## src/rtl/spi_controller.sv

```systemverilog
// SPI sequencing FSM: divides clk into SCLK, frames CS_N and issues the per-edge
// load/shift/sample/write strobes for CPOL/CPHA modes 0-3. All outputs registered.
module spi_controller #(
   parameter int CLK_DIV_W = 8
) (
   input  logic                 clk,
   input  logic                 rst_n,
   input  logic                 spi_en_i,
   input  logic                 cpol_i,
   input  logic                 cpha_i,
   input  logic [CLK_DIV_W-1:0] clk_div_i,
   input  logic                 tx_fifo_empty_i,
   output logic                 tx_shift_load_o,
   output logic                 tx_fifo_read_o,
   output logic                 mosi_first_en_o,
   output logic                 mosi_transmit_en_o,
   output logic                 miso_en_o,
   output logic                 mosi_mux_sel_o,
   output logic                 rx_fifo_write_o,
   output logic                 sclk_o,
   output logic                 cs_n_o,
   output logic                 busy_o,
   output logic                 xfer_done_o
);

   typedef enum logic [2:0] {IDLE, LOAD, SETUP, SHIFT, HOLD, GAP} state_t;

   state_t               state, next_state;
   logic [CLK_DIV_W-1:0] div_cnt, clk_div_q;
   logic [3:0]           edge_cnt;
   logic                 cpol_q, cpha_q;
   logic                 tick, start, abort;

   logic load_d, first_d, transmit_d, miso_d, mux_d, rxw_d, sclk_d, cs_n_d, busy_d, done_d;

   assign tick  = (div_cnt == clk_div_q);
   assign start = spi_en_i && !tx_fifo_empty_i;
   assign abort = (state != IDLE) && !spi_en_i;

   // State, divider, edge counter and per-byte configuration snapshot
   always_ff @(posedge clk) begin
      if (!rst_n) begin
         state     <= IDLE;
         div_cnt   <= '0;
         edge_cnt  <= '0;
         clk_div_q <= '0;
         cpol_q    <= 1'b0;
         cpha_q    <= 1'b0;
      end else begin
         state <= next_state;
         if (next_state != state || tick || state == IDLE)
            div_cnt <= '0;
         else
            div_cnt <= div_cnt + 1'b1;
         if (state != SHIFT)
            edge_cnt <= '0;
         else if (tick)
            edge_cnt <= edge_cnt + 4'd1;
         if (next_state == LOAD) begin
            clk_div_q <= clk_div_i;
            cpol_q    <= cpol_i;
            cpha_q    <= cpha_i;
         end
      end
   end

   always_comb begin
      next_state = state;
      if (abort) begin
         next_state = IDLE;
      end else begin
         case (state)
            IDLE:    if (start) next_state = LOAD;
            LOAD:    next_state = SETUP;
            SETUP:   if (tick) next_state = SHIFT;
            SHIFT:   if (tick && edge_cnt == 4'd15) next_state = HOLD;
            HOLD:    if (tick) next_state = GAP;
            GAP:     if (tick) next_state = start ? LOAD : IDLE;
            default: next_state = IDLE;
         endcase
      end
   end

   // Next values of the output registers
   always_comb begin
      load_d     = 1'b0;
      first_d    = 1'b0;
      transmit_d = 1'b0;
      miso_d     = 1'b0;
      rxw_d      = 1'b0;
      done_d     = 1'b0;
      mux_d      = 1'b1;
      cs_n_d     = 1'b0;
      sclk_d     = cpol_q;
      busy_d     = (next_state != IDLE);
      case (state)
         IDLE: begin
            mux_d  = 1'b0;
            cs_n_d = 1'b1;
            sclk_d = cpol_i;
         end
         LOAD:  load_d  = 1'b1;
         SETUP: first_d = !cpha_q && (div_cnt == '0);
         SHIFT: begin
            sclk_d = sclk_o;
            if (tick) begin
               sclk_d = ~sclk_o;
               // edge_cnt is the edge number minus one, so its LSB picks odd/even edges
               if (edge_cnt[0] == cpha_q)
                  miso_d = 1'b1;
               else if (cpha_q || edge_cnt != 4'd15)
                  transmit_d = 1'b1;
            end
         end
         HOLD:  rxw_d = (div_cnt == '0);
         GAP: begin
            mux_d  = 1'b0;
            cs_n_d = 1'b1;
            done_d = (div_cnt == '0);
         end
         default: ;
      endcase
      if (abort) begin
         load_d     = 1'b0;
         first_d    = 1'b0;
         transmit_d = 1'b0;
         miso_d     = 1'b0;
         rxw_d      = 1'b0;
         done_d     = 1'b0;
         mux_d      = 1'b0;
         cs_n_d     = 1'b1;
         sclk_d     = cpol_q;
      end
   end

   always_ff @(posedge clk) begin
      if (!rst_n) begin
         tx_shift_load_o    <= 1'b0;
         tx_fifo_read_o     <= 1'b0;
         mosi_first_en_o    <= 1'b0;
         mosi_transmit_en_o <= 1'b0;
         miso_en_o          <= 1'b0;
         mosi_mux_sel_o     <= 1'b0;
         rx_fifo_write_o    <= 1'b0;
         sclk_o             <= 1'b0;
         cs_n_o             <= 1'b1;
         busy_o             <= 1'b0;
         xfer_done_o        <= 1'b0;
      end else begin
         tx_shift_load_o    <= load_d;
         tx_fifo_read_o     <= load_d;
         mosi_first_en_o    <= first_d;
         mosi_transmit_en_o <= transmit_d;
         miso_en_o          <= miso_d;
         mosi_mux_sel_o     <= mux_d;
         rx_fifo_write_o    <= rxw_d;
         sclk_o             <= sclk_d;
         cs_n_o             <= cs_n_d;
         busy_o             <= busy_d;
         xfer_done_o        <= done_d;
      end
   end

endmodule

```

## config.mk

```make
export PLATFORM = sky130hd
export DESIGN_NAME = spi_controller
export DESIGN_NICKNAME = d
export VERILOG_FILES = /design/src/rtl/spi_controller.sv
export SDC_FILE = /design/constraint.sdc
export NUM_CORES = 1
export LEC_CHECK = 0
export CORE_MARGIN = 1.5
export CORE_UTILIZATION = 40
export DETAILED_ROUTE_END_ITERATION = 7
export DONT_BUFFER_PORTS = 1
export SYNTH_ARGS = -nofsm -noshare
export SYNTH_HDL_FRONTEND = slang
export SYNTH_SLANG_ARGS = --single-unit
```

## constraint.sdc

```tcl
create_clock -name clk -period 2 [get_ports clk]
set_input_delay 0.1 -clock clk [delete_from_list [all_inputs] [get_ports clk]]
set_output_delay 0.1 -clock clk [all_outputs]
set_load 0.02 [all_outputs]
```

==> results of run 1 <==
-- routing by layer --
layer,global-route usage,routed length [µm]
met5,0,0
met4,0.0940,101
met3,0.0418,266
met2,0.269,1880
met1,0.261,2120
-- repair_timing --
item	4_1_cts	5_1_grt
resized for setup	0	10
endpoints found under the setup margin	0	14
endpoints found under the hold margin	14	0
hold buffers	13	0
buffers inserted	0	1
-- cell usage in the layout (no fill, tap or decap), types with 7 or more instances in the layout --
cell type	instances
nand3_1	9
o211ai_2	9
inv_1	7
dfxtp_1	33
dlygate4sd3_1	13
buf_4	13
nand4_1	13
nor2_1	20
nand2_1	19
xor2_1	13
o211ai_1	11
-- path summary, 6_finish.rpt --
kind | end | depth (start not counted) | slack (ns)
max | busy_o | 7 | 0.11
max reg2reg | busy_o | 7 | 0.11
min | xfer_done_o | 2 | 0.006
min reg2reg | cpol_q | 2 | 0.52
-- power by group --
| group | switching, mW | internal (mW) |
|---|---|---|
| registers | 0.0234 | 0.715 |
| clock network | 0.244 | 0.232 |
| logic | 0.104 | 0.0940 |
-- registers in the layout (all words and copies together) (netlist names), 3 cells and up --
| signal | flops |
|---|---|
| div_cnt | 8 |
| edge_cnt | 4 |
| clk_div_q | 8 |
| state | 3 |
-- logic make-up after synthesis --
| kind of cell | share of synthesized area |
|---|---|
| XOR/XNOR | 0.0924 |
| AND/OR/NAND/NOR | 0.274 |
| buffers and inverters | 0.0507 |
| multiplexers | 0.00556 |
| adder cells (fa/ha/maj) | 0.0208 |
| flip-flops | 0.389 |
| AO/OA/AOI/OAI | 0.167 |
-- cell type report --
type / count / area share
tap: 52 / 0.0303
timing repair buffer: 26 / 0.106
clock buffer: 6 / 0.0338
multi-input combinational: 148 / 0.490
inverter: 7 / 0.0122
sequential: 35 / 0.327
-- per-stage QoR --
step	hold slack [ns]	worst slack, ns	total power [mW]	utilization	std cells
2_1_floorplan	0.260	0.158	0.874	-	204
3_3_place_gp	0.228	0.0350	0.912	0.434	254
3_5_place_dp	0.230	0.0549	0.911	0.434	254
6_report	0.00551	0.108	1.41	0.493	274
5_1_grt	0.0234	0.00122	1.47	0.493	274
4_1_cts	0.000108	0.0391	1.41	0.481	273
==> flow_summary_export.csv, run 1 <==
group,metric,value,unit
run_status,status,"finished clean",
critical_path,critPathLaunch,"clk_div_q[1]",
logic_synthesis,ys.flop_type,"dfxtp_1",
critical_path,max_stage_delay,0.35,ns
logic_synthesis,yosys.cell_count.top_type,"dfxtp_1",
timing,setup_violations,0,
global_route,grt_pass1_wl,7.21,mm
clock_tree,htreeDepth,2,
floorplan,initial_core_util,0.414,
timing,setup_tns,0,ns
floorplan,row_count,24,
placement,dpl_cell_area,0.00189,mm²
cells_and_area,n_fill_cell,381,
timing,post-route-min-period,1.89,ns
timing,clock_skew,0.00572,ns
clock_tree,clk_latency,0.29,ns
worst_hold_path,worstHoldStart,"spi_en_i",
cells_and_area,multi_input_area,0.00105,mm²
logic_synthesis,yosysSeqAreaShare,0.389,
placement,io_buffers,0,
power_and_ir_drop,vdd_drop_max,0.288,mV
floorplan,dieArea,0.00492,mm²
logic_synthesis,synth_edf_count,0,
logic_synthesis,synth_area,0.00180,mm²
power_and_ir_drop,power_density,657,mW/mm²
critical_path,cp_slowest_cell,"dfxtp_1",
logic_synthesis,avgSynthCellArea,8.83,µm²
flow_run,cap_violations,0,
critical_path,cp.arrival,2.08,ns
timing,slew_viol_final,0,
cells_and_area,nets,240,
global_route,grtUsageTotal,0.187,
logic_synthesis,synthCells,204,
timing,rsz0062_at_grt,"no",
critical_path,cp.required,2.19,ns
clock_tree,cts_root_buffer,"clkbuf_8",
critical_path,crit_buf_inv,2,
critical_path,path_cells,"xor2_2, nor4_4, buf_4, a211oi_1, a221o_1, buf_4, o21a_1",
timing,finalHoldViolations,0,
routing,wl_per_cell,16.0,µm
timing,relSlewSlack,0.448,
critical_path,cpMostUsedCell,"buf_4",
timing,finalCritPeriodShare,0.946,
cells_and_area,diodes,0,
global_route,grt_pass1_vias,1457,
routing,routed_wl,4.37,mm
clock_tree,cts.clk_slew.worst_paths,0.07,ns
logic_synthesis,synth.top_cell.area_share,0.389,
logic_synthesis,syn-num-nets,221,
cells_and_area,drive_gt1_frac,0.180,
global_route,grt_max_degree,19,
floorplan,die_w,70.1,µm
logic_synthesis,ys_seq_elements,35,
routing,first_pass_iters,4,
clock_tree,cts_tree,"built",
cells_and_area,area_delta_synth_final,19.2,%
critical_path,end_kind,"flip-flop",
logic_synthesis,synth_commonest_cells,"dfxtp_1 (35), nor2_1 (20), nand2_1 (19), xor2_1 (17), nand4_1 (13)",
clock_tree,numCtsBuffers,5,
logic_synthesis,yosys.area.top_type,"dfxtp_1",
worst_hold_path,hp-class,"input pin to flip-flop",
logic_synthesis,async_reset_ff_frac,0,
routing,ant_nets,0,
floorplan,die_y,70.1,µm
timing,worst_pin_slew,0.826,ns
timing,fmax,529,MHz
placement,hpwl,2.79,mm
global_route,antenna_found_initial,0,
logic_synthesis,yosysUniqueCellTypes,42,
critical_path,critical_path.top_delay_family,"compound AO/OA/AOI/OAI gates",
floorplan,pin_count,25,
placement,gp_congestion,0.839,
cells_and_area,finalInstanceArea,0.00215,mm²
critical_path,crit-reg2reg-launch,"clk_div_q[1]",
critical_path,cp_max_fo,12,
routing,first_iter_violations,145,
clock_tree,clock-sinks,35,
logic_synthesis,ys_warn_count,0,
clock_tree,clockBufferDepth,2,
floorplan,coreArea,0.00435,mm²
routing,vias,1560,
cells_and_area,seqCellArea,703,µm²
routing,via_per_inst,5.69,
power_and_ir_drop,p_leak,0.861,nW
logic_synthesis,synth.area.top_cells,"dfxtp_1 (39%), xor2_1 (8.3%), o211ai_2 (6.3%), o211ai_1 (4.6%), nand4_1 (4.5%)",
critical_path,critPathKind,"flip-flop to flip-flop",
routing,drc,0,
global_route,grt_overflow_total,0,
critical_path,startpoint_type,"flip-flop",
(Power assumes the default switching activity.)
==> run 2: changes to the inputs <==
--- a/config.mk
+++ b/config.mk
@@ -6,9 +6,10 @@
 export NUM_CORES = 1
 export LEC_CHECK = 0
 export CORE_MARGIN = 1.5
-export CORE_UTILIZATION = 40
+export CORE_UTILIZATION = 60
 export DETAILED_ROUTE_END_ITERATION = 7
 export DONT_BUFFER_PORTS = 1
+export PLACE_DENSITY = 0.76
 export SYNTH_ARGS = -nofsm -noshare
 export SYNTH_HDL_FRONTEND = slang
 export SYNTH_SLANG_ARGS = --single-unit
==> run 2 against run 1 <==
  * Via count grew 4.5%
  * Combinational power grew 3%
  * Count of clock-buffer cells in the layout grew 1
  * First-iteration DRC count shrank 40%
  * Largest power group unchanged
  * Global-route usage grew 9.7 points
  * The flow now finishes with violations (DRC)
  * Worst setup slack lost 0.037 ns
  * Hold slack gained 0.050 ns
==> flow_summary_export.csv, run 2 (synthesis gave the netlist of run 1 again) <==
group,metric,value,unit
run_status,status,"complete, but fails checks",
run_status,violations,"DRC",
routing,routed_wl,4.38,mm
routing,vias,1630,
worst_hold_path,hold_depth,4,
timing,worst_pin_slew,0.812,ns
global_route,grtUsageTotal,0.284,
global_route,grt_overflow_total,0,
timing,finalHoldViolations,0,
floorplan,coreArea,0.00281,mm²
power_and_ir_drop,power_density,627,mW/mm²
global_route,grt_max_degree,25,
critical_path,cp_max_fo,5,
cells_and_area,finalInstanceArea,0.00208,mm²
critical_path,startpoint_type,"flip-flop",
clock_tree,clk_latency,0.34,ns
routing,first_iter_violations,87,
cells_and_area,drive_gt1_frac,0.173,
cells_and_area,reg_top3,"clk_div_q x8, div_cnt x8, edge_cnt x4",
critical_path,end_kind,"flip-flop",
placement,io_buffers,0,
clock_tree,cts.clk_slew.worst_paths,0.11,ns
clock_tree,clock-sinks,35,
critical_path,max_stage_delay,0.40,ns
cells_and_area,layout_commonest_cell,"dfxtp_1",
power_and_ir_drop,p_leak,0.860,nW
clock_tree,numCtsBuffers,5,
global_route,grt_pass1_vias,1646,
routing,via_per_inst,6.37,
power_and_ir_drop,vdd_drop_max,0.437,mV
timing,finalCritPeriodShare,0.965,
cells_and_area,n_fill_cell,212,
timing,setup_tns,0,ns
timing,fmax,518,MHz
cells_and_area,area_delta_synth_final,15.7,%
routing,first_pass_iters,7,
cells_and_area,stdcell_count,256,
floorplan,pin_count,25,
critical_path,critPathKind,"flip-flop to flip-flop",
timing,rsz0062_at_grt,"yes",
routing,wl_per_cell,17.1,µm
critical_path,cp.required,2.25,ns
timing,clock_skew,0.00894,ns
critical_path,cp_slowest_cell,"a221o_1",
critical_path,path_cells,"xor2_1, nor4_4, nand4_1, a221o_1, buf_4, o211ai_1",
critical_path,cp.arrival,2.18,ns
cells_and_area,most-common-layout-cells,"dfxtp_1 (33), nor2_1 (20), nand2_1 (19), xor2_1 (16), buf_4 (14)",
floorplan,dieArea,0.00334,mm²
timing,post-route-min-period,1.93,ns
clock_tree,htreeDepth,2,
timing,setup_violations,0,
placement,gp_congestion,0.831,
flow_run,cap_violations,0,
cells_and_area,nets,241,
critical_path,reg2reg_depth,6,
worst_hold_path,hp-class,"input pin to flip-flop",
placement,place_inst,233,
power_and_ir_drop,power.total,1.31,mW
clock_tree,cts_tree,"built",
clock_tree,cts_root_buffer,"clkbuf_4",
placement,dpl_cell_area,0.00187,mm²
floorplan,initial_core_util,0.642,
clock_tree,clockBufferDepth,2,
global_route,antenna_found_initial,0,
floorplan,die_w,57.8,µm
timing,slew_viol_final,0,
global_route,grt_pass1_wl,7.41,mm
floorplan,die_y,57.8,µm
timing,relSlewSlack,0.457,
routing,drc,2,
cells_and_area,diodes,0,
floorplan,row_count,19,
routing,ant_nets,0,
placement,hpwl,3.05,mm
run 2: area by class of cell:
| class | count | area, µm² | area share |
|---|---|---|---|
| repair buffers | 27 | 235 | 0.113 |
| multi-input cells | 148 | 1030 | 0.495 |
| inverters | 7 | 26.3 | 0.0126 |
| well taps | 31 | 38.8 | 0.0186 |
| flip-flops and latches | 35 | 703 | 0.337 |
| clock buffers | 7 | 45.0 | 0.0216 |
| clock inverters | 1 | 5.00 | 0.00240 |
run 2: critical path, delay by kind of cell (launching register included):
| kind | cells | cell delay, ns |
|---|---|---|
| AOI/OAI and AO/OA | 2 | 0.60 |
| and+or+nand+nor | 2 | 0.54 |
| DFF | 1 | 0.35 |
| xor gates and xnor gates | 1 | 0.18 |
| buffers and inverters | 1 | 0.16 |
run 2: metrics by stage:
stage | setup WS, ns | hold slack [ns] | utilization
2_1_floorplan | 0.158 | 0.260 | -
3_3_place_gp | 0.129 | 0.226 | 0.665
3_5_place_dp | 0.00706 | 0.225 | 0.665
4_1_cts | 0.0159 | 0.0161 | 0.729
5_1_grt | -0.0173 | 0.0510 | 0.743
6_report | 0.0709 | 0.0552 | 0.743
run 2: worst paths after layout:
check,from,end,slack (ns)
max,clk_div_q[5],cpha_q,0.07
min,rst_n,xfer_done_o,0.06
max reg2reg,clk_div_q[5],cpha_q,0.07
min reg2reg,clk_div_q[5],clk_div_q[5],0.52
run 2: report_power, final:
part	internal (mW)	leakage (nW)	total (mW)	switching, mW
Clock	0.137	0.0293	0.367	0.230
Sequential	0.715	0.285	0.737	0.0224
Combinational	0.0928	0.546	0.203	0.110
Total	0.944	0.860	1.31	0.363
run 2: metal layers:
metal | share of wire | vias to the layer above | track usage
li1 | - | 776 | -
met1 | 0.42 | 763 | 0.367
met2 | 0.49 | 84 | 0.474
met3 | 0.080 | 7 | 0.0558
met4 | 0.013 | 0 | 0.0930
met5 | 0 | - | 0
run 2: what timing repair did:
item                                    4_1_cts  5_1_grt
hold buffers                                 13        0
gates resized for setup                       0        7
endpoints found under the hold margin        18        0
pin swaps                                     2        2
buffers inserted                              0        2
endpoints found under the setup margin        1       12
